$ cat src/rtl/prog_loader_pkg.sv
// prog_loader_pkg: shared constants and the loader state type.
//   BYTE_W - input stream byte width
//   WORD_W - RAM word width
//   ADDR_W - RAM address width
//   DEPTH  - number of RAM words (legal word count 1..DEPTH)
package prog_loader_pkg;

  localparam int BYTE_W = 8;
  localparam int WORD_W = 18;
  localparam int ADDR_W = 4;
  localparam int DEPTH  = 9;

  typedef enum logic [3:0] {
    IDLE,
    HDR,
    B0,
    B1,
    B2,
    WRITE,
    CHK,
    DONE,
    ERR
  } state_e;

endpackage

$ cat src/rtl/prog_loader_assembler.sv
// prog_loader_assembler: collects three stream bytes into one RAM word.
//   clock   in  system clock
//   reset   in  synchronous active-high reset
//   cap_b0  in  capture byte as word bits [17:16]
//   cap_b1  in  capture byte as word bits [15:8]
//   cap_b2  in  capture byte as bits [7:0] and register the full word
//   in_byte in  stream byte
//   hi_bad  out byte carries nonzero bits above the two word bits (B0 check)
//   word    out assembled word, updated only when the third byte lands
module prog_loader_assembler
  import prog_loader_pkg::*;
(
  input  logic              clock,
  input  logic              reset,
  input  logic              cap_b0,
  input  logic              cap_b1,
  input  logic              cap_b2,
  input  logic [BYTE_W-1:0] in_byte,
  output logic              hi_bad,
  output logic [WORD_W-1:0] word
);

  localparam int HI_W = WORD_W - 2 * BYTE_W;

  logic [HI_W-1:0]   hi_q;
  logic [BYTE_W-1:0] mid_q;
  logic [WORD_W-1:0] word_q;

  assign hi_bad = |in_byte[BYTE_W-1:HI_W];
  assign word   = word_q;

  // The output word only changes on the third byte, so a half-built word
  // is never visible on the RAM data bus.
  always_ff @(posedge clock) begin
    if (reset) begin
      hi_q   <= '0;
      mid_q  <= '0;
      word_q <= '0;
    end else begin
      if (cap_b0) hi_q  <= in_byte[HI_W-1:0];
      if (cap_b1) mid_q <= in_byte;
      if (cap_b2) word_q <= {hi_q, mid_q, in_byte};
    end
  end

endmodule

$ cat src/rtl/prog_loader.sv
// prog_loader: writer side of the CPU program RAM. Takes a byte stream
// (header = word count N, then 3 bytes per word, MSB first) and writes
// N words to RAM addresses 0..N-1, holding the CPU until the load is good.
// Optional build macro: PROG_LOADER_CHECKSUM_EN adds a trailing XOR
// checksum byte over all payload bytes.
//   clock    in  system clock
//   reset    in  synchronous active-high reset
//   start    in  begin a load (honoured in IDLE, DONE, ERR only)
//   in_data  in  stream byte
//   in_valid in  stream byte valid
//   in_ready out loader takes a byte this cycle
//   wr_en    out RAM write enable
//   wr_addr  out RAM write address
//   wr_data  out RAM write data
//   cpu_hold out CPU frozen
//   done     out load finished cleanly (sticky)
//   err      out load aborted (sticky)
//
// state | meaning
// IDLE  | after reset, waiting for start
// HDR   | waiting for word count byte
// B0    | waiting for word bits [17:16]
// B1    | waiting for word bits [15:8]
// B2    | waiting for word bits [7:0]
// WRITE | one-cycle RAM write of the assembled word
// CHK   | waiting for checksum byte (checksum build only)
// DONE  | load good, CPU released
// ERR   | load aborted, CPU held
module prog_loader
  import prog_loader_pkg::*;
(
  input  logic              clock,
  input  logic              reset,
  input  logic              start,
  input  logic [BYTE_W-1:0] in_data,
  input  logic              in_valid,
  output logic              in_ready,
  output logic              wr_en,
  output logic [ADDR_W-1:0] wr_addr,
  output logic [WORD_W-1:0] wr_data,
  output logic              cpu_hold,
  output logic              done,
  output logic              err
);

  localparam logic [BYTE_W-1:0] DEPTH_B = BYTE_W'(DEPTH);
  localparam logic [ADDR_W-1:0] ONE_A   = ADDR_W'(1);

  state_e            state_q;
  logic [ADDR_W-1:0] addr_q;
  logic [ADDR_W-1:0] count_q;
  logic              wr_en_q;
  logic              cpu_hold_q;
  logic              done_q;
  logic              err_q;
  logic              accept;
  logic              hi_bad;
`ifdef PROG_LOADER_CHECKSUM_EN
  logic [BYTE_W-1:0] csum_q;
`endif

  // Ready is a pure decode of the state register: no path from in_valid.
`ifdef PROG_LOADER_CHECKSUM_EN
  assign in_ready = (state_q == HDR) || (state_q == B0) || (state_q == B1) ||
                    (state_q == B2)  || (state_q == CHK);
`else
  assign in_ready = (state_q == HDR) || (state_q == B0) || (state_q == B1) ||
                    (state_q == B2);
`endif

  assign accept   = in_valid && in_ready;
  assign wr_en    = wr_en_q;
  assign wr_addr  = addr_q;
  assign cpu_hold = cpu_hold_q;
  assign done     = done_q;
  assign err      = err_q;

  prog_loader_assembler u_asm (
    .clock   (clock),
    .reset   (reset),
    .cap_b0  (accept && (state_q == B0)),
    .cap_b1  (accept && (state_q == B1)),
    .cap_b2  (accept && (state_q == B2)),
    .in_byte (in_data),
    .hi_bad  (hi_bad),
    .word    (wr_data)
  );

  always_ff @(posedge clock) begin
    if (reset) begin
      state_q    <= IDLE;
      addr_q     <= '0;
      count_q    <= '0;
      wr_en_q    <= 1'b0;
      cpu_hold_q <= 1'b1;
      done_q     <= 1'b0;
      err_q      <= 1'b0;
`ifdef PROG_LOADER_CHECKSUM_EN
      csum_q     <= '0;
`endif
    end else begin
      wr_en_q <= 1'b0;
      unique case (state_q)
        IDLE, DONE, ERR: begin
          if (start) begin
            state_q    <= HDR;
            addr_q     <= '0;
            count_q    <= '0;
            cpu_hold_q <= 1'b1;
            done_q     <= 1'b0;
            err_q      <= 1'b0;
`ifdef PROG_LOADER_CHECKSUM_EN
            csum_q     <= '0;
`endif
          end
        end
        HDR: begin
          if (accept) begin
            // Compare on the full byte so e.g. 0x10 is rejected, not truncated.
            if ((in_data == '0) || (in_data > DEPTH_B)) begin
              state_q <= ERR;
              err_q   <= 1'b1;
            end else begin
              count_q <= in_data[ADDR_W-1:0];
              addr_q  <= '0;
              state_q <= B0;
            end
          end
        end
        B0: begin
          if (accept) begin
            if (hi_bad) begin
              state_q <= ERR;
              err_q   <= 1'b1;
            end else begin
              state_q <= B1;
            end
`ifdef PROG_LOADER_CHECKSUM_EN
            csum_q <= csum_q ^ in_data;
`endif
          end
        end
        B1: begin
          if (accept) begin
            state_q <= B2;
`ifdef PROG_LOADER_CHECKSUM_EN
            csum_q <= csum_q ^ in_data;
`endif
          end
        end
        B2: begin
          if (accept) begin
            state_q <= WRITE;
            wr_en_q <= 1'b1;
`ifdef PROG_LOADER_CHECKSUM_EN
            csum_q <= csum_q ^ in_data;
`endif
          end
        end
        WRITE: begin
          if (addr_q == count_q - ONE_A) begin
`ifdef PROG_LOADER_CHECKSUM_EN
            state_q    <= CHK;
`else
            state_q    <= DONE;
            cpu_hold_q <= 1'b0;
            done_q     <= 1'b1;
`endif
          end else begin
            addr_q  <= addr_q + ONE_A;
            state_q <= B0;
          end
        end
        CHK: begin
`ifdef PROG_LOADER_CHECKSUM_EN
          if (accept) begin
            if (in_data == csum_q) begin
              state_q    <= DONE;
              cpu_hold_q <= 1'b0;
              done_q     <= 1'b1;
            end else begin
              state_q <= ERR;
              err_q   <= 1'b1;
            end
          end
`else
          state_q <= ERR;
          err_q   <= 1'b1;
`endif
        end
        default: begin
          state_q <= IDLE;
        end
      endcase
    end
  end

endmodule

$ cat config.mk
export PLATFORM = sky130hd
export DESIGN_NAME = prog_loader
export DESIGN_NICKNAME = d
export VERILOG_FILES = /design/src/rtl/prog_loader_pkg.sv /design/src/rtl/prog_loader_assembler.sv /design/src/rtl/prog_loader.sv
export SDC_FILE = /design/constraint.sdc
export NUM_CORES = 1
export LEC_CHECK = 0
export ABC_AREA = 1
export BUFFER_PORTS_ARGS = -buffer_cell sky130_fd_sc_hd__buf_2
export CORE_ASPECT_RATIO = 1.5
export CORE_MARGIN = 2
export CORE_UTILIZATION = 40
export DETAILED_ROUTE_END_ITERATION = 10
export PLACE_DENSITY = 0.58
export SKIP_LAST_GASP = 1
export SYNTH_ARGS = -nofsm -noshare
export SYNTH_HDL_FRONTEND = slang
export SYNTH_SLANG_ARGS = --single-unit
$ cat constraint.sdc
create_clock -name clock -period 2.1 [get_ports clock]
set_input_delay 0 -clock clock [delete_from_list [all_inputs] [get_ports clock]]
set_output_delay 0 -clock clock [all_outputs]
set_load 0.05 [all_outputs]
==> results.cfg <==
[cts]
cts_hold_buffers = 1
cts_repair_resize_count = 0
cts_sinks = 44
cts_inserted_buffers = 5
cts_root_buf = clkbuf_8
clk_pin_slew_worst_paths_ps = 80
cts_setup_buffers = 0
cts_tree = built
cts_buffer_depth = 2
htree_levels = 2
worstSkewPairLatency_ps = 290

[logic_synthesis]
syn_nets = 317
synthTopCellsByCount = nand2_1, dfxtp_1, a21oi_1
synth_area_leaders = dfxtp_1, nand2_1, a21oi_1, nand3_1, inv_1
synth_top_family_by_area = simple AND/OR/NAND/NOR gates
synth.top_cell.area_share = 0.4221
synth_fa_ha_area_frac = 0.01199
synth.yosys.seq_area_share = 0.4221
synth_ff_type = dfxtp_1
async_flop_share = 0
ys_types = 24
yosys.area.top_type = dfxtp_1
synthXorXnorAreaFrac = 0.008393
avgSynthCellArea_um2 = 6.888
synth_edf_count = 0
netlist_area_um2 = 2087
synth_compound_gate_area_share = 0.1175
postSynthCellCount = 303
synth_simple_gate_area_share = 0.3597
synthMuxAreaShare = 0
ys_ff_latch = 44
yosysMostFrequentCell = nand2_1
yosysWarnings = 0

[drt]
post_drt_via_cell_ratio = 4.876
wl_mm = 4.984
drc = 0
drtIter0Drc = 81
post_drt_wl_per_cell_um = 12.13
firstDrtPassIters = 4
antenna_left = 0
num_vias = 2004

[finish]
antennaDiodeCount = 0
area_delta_synth_final_pct = 17.45
n_fill_cell = 562
drive_above_1_share = 0.1866
layout.nets = 356

[worst_setup_path]
required_ps = 2290
r2r-end = wr_addr[1]
r2r_start = count_q[0]
start_kind = register
worst_setup_path_end_kind = register
reg2reg_slack_ps = 310
crit_path_max_fanout = 8
reg2reg_depth = 12
criticalPathCategory = register to register
critPathArrivalTime_ps = 1980

[place]
place_congestion = 0.8092
place.detailed.hpwl_mm = 3.744
io_buffers = 38

[min_path]
min_from = in_data[3]
min_to = count_q[3]
hold_depth = 3
hp-class = input port to register

[grt]
grt_overflow = 0
antenna_found_initial = 0
grt_pass1_vias = 1886
grt_start_max_net_pins = 25
grt_usage = 0.1839
grt_pass1_wl_mm = 8.487

[power]
power.leakage_nw = 1.057
power_w = 0.001836
ir_drop_v = 0.0004421
powerDensity_nw_per_um2 = 749.1

[sta]
fin_crit_ps = 1792
tightest_slew_ps = 664.9
timing.final.crit_share = 0.8534
tns_ps = 0
final.setup_skew_ps = 6.346
max_freq_ghz = 0.5580
setup_viol = 0
hold_violations = 0
slew_headroom = 0.5557
slew_viol_final = 0
rsz0062_at_grt = false

[floorplan]
die_x_um = 62.98
initial_utilization = 0.4104
design.portCount = 39
die-area_um2 = 5823
floorplan.rows = 32
core_area_um2 = 5085
dieHeight_um = 92.47

[run_status]
outcome = completed

[job]
maxCapViolations = 0
## cell usage in the layout (no fill, tap or decap)
cell           Yosys  layout
a21oi_1           43      43
a21oi_2            1       1
buf_2              2      38
buf_4              0       4
bufinv_16          0       1
clkbuf_1           7       1
clkbuf_8           0       5
clkinv_2           0       1
dfxtp_1           44      44
dlygate4sd3_1      0       1
ha_1               2       2
inv_1             27      27
inv_2              2       2
nand2_1           96      96
nand2_2            3       3
nand3_1           40      40
nand3_2            1       1
nand4_1            6       6
nor2_1            15      15
nor2_2             3       3
nor2_4             2       2
nor3_2             1       1
nor3_4             1       1
o211ai_1           1       1
o21ai_0            1       1
o21ai_2            1       1
xnor2_1            1       1
xor2_1             1       1
## how the worst max path moves through the flow
stage,depth (start not counted),slack [ps],end,start
detailed placement,12,300,wr_addr[1],count_q[0]
finish,12,310,wr_addr[1],count_q[0]
CTS,12,290,wr_addr[1],count_q[0]
global route,12,80,wr_addr[1],count_q[0]
global placement,12,310,wr_addr[1],count_q[0]
floorplan,9,360,state_q[0],state_q[1]
## cell type report
| cell class | instances | area [um^2] | share of cell area |
|---|---|---|---|
| Sequential cell | 44 | 880.8 | 0.3594 |
| Tap cell | 68 | 85.08 | 0.03471 |
| Clock buffer | 6 | 72.57 | 0.02961 |
| Timing Repair Buffer | 43 | 230.2 | 0.09393 |
| Clock inverter | 2 | 35.03 | 0.01429 |
| Inverter | 29 | 108.9 | 0.04441 |
| Multi-Input combinational cell | 219 | 1039 | 0.4237 |
## per-layer routing
layer  vias to the layer above  part of all wire  GRT usage
li1                       1053                 -          -
met1                       910              0.42     0.2009
met2                        33              0.54     0.3502
met3                         8             0.027    0.02552
met4                         0             0.017    0.07222
met5                         -                 0          0
## cells by family (layout without fill, tap and decap cells)
logic type      Yosys count  count (layout)
fa+ha+maj                 2               2
xor+xnor                  2               2
simple gates            168             168
buf+inv                  40              80
flops                    44              44
compound gates           47              47
## report_power, final
part | total [W] | internal [W] | switching, W
combinational | 0.000314 | 0.0000855 | 0.000229
clock | 0.000641 | 0.000353 | 0.000287
sequential | 0.000881 | 0.000855 | 0.0000257
## stage by stage
stage	std cells	cell area, um^2	setup slack [ps]	utilization	hold WS (ps)
5_1_grt	411	2451	78.11	0.4820	23.82
3_5_place_dp	402	2333	295.6	0.4589	312.5
6_report	411	2451	307.9	0.4820	15.77
2_1_floorplan	303	2087	361.2	-	147.4
3_3_place_gp	402	2333	307.7	0.4589	317.2
4_1_cts	411	2451	286.7	0.4820	6.671
## critical path, stage by stage, from the launching register on
cell and delay [ps]:
dfxtp_1 380, inv_1 70, ha_1 300, inv_1 60, nand2_1 40, nand2_1 60, nand2_1 50, nor2_1 80
nand3_1 280, nand3_2 220, nand2_1 60, nand2_1 50, nor2_1 40
## registers in the layout, summed over array words and instances, names as in the netlist
| register | count |
|---|---|
| wr_en | 1 |
| u_asm.word | 18 |
| done | 1 |
| u_asm.hi_q | 2 |
| u_asm.mid_q | 8 |
| wr_addr | 4 |
| state_q | 4 |
| cpu_hold | 1 |
| count_q | 4 |
| err | 1 |
Note: power is estimated with default switching activity, not from simulation.
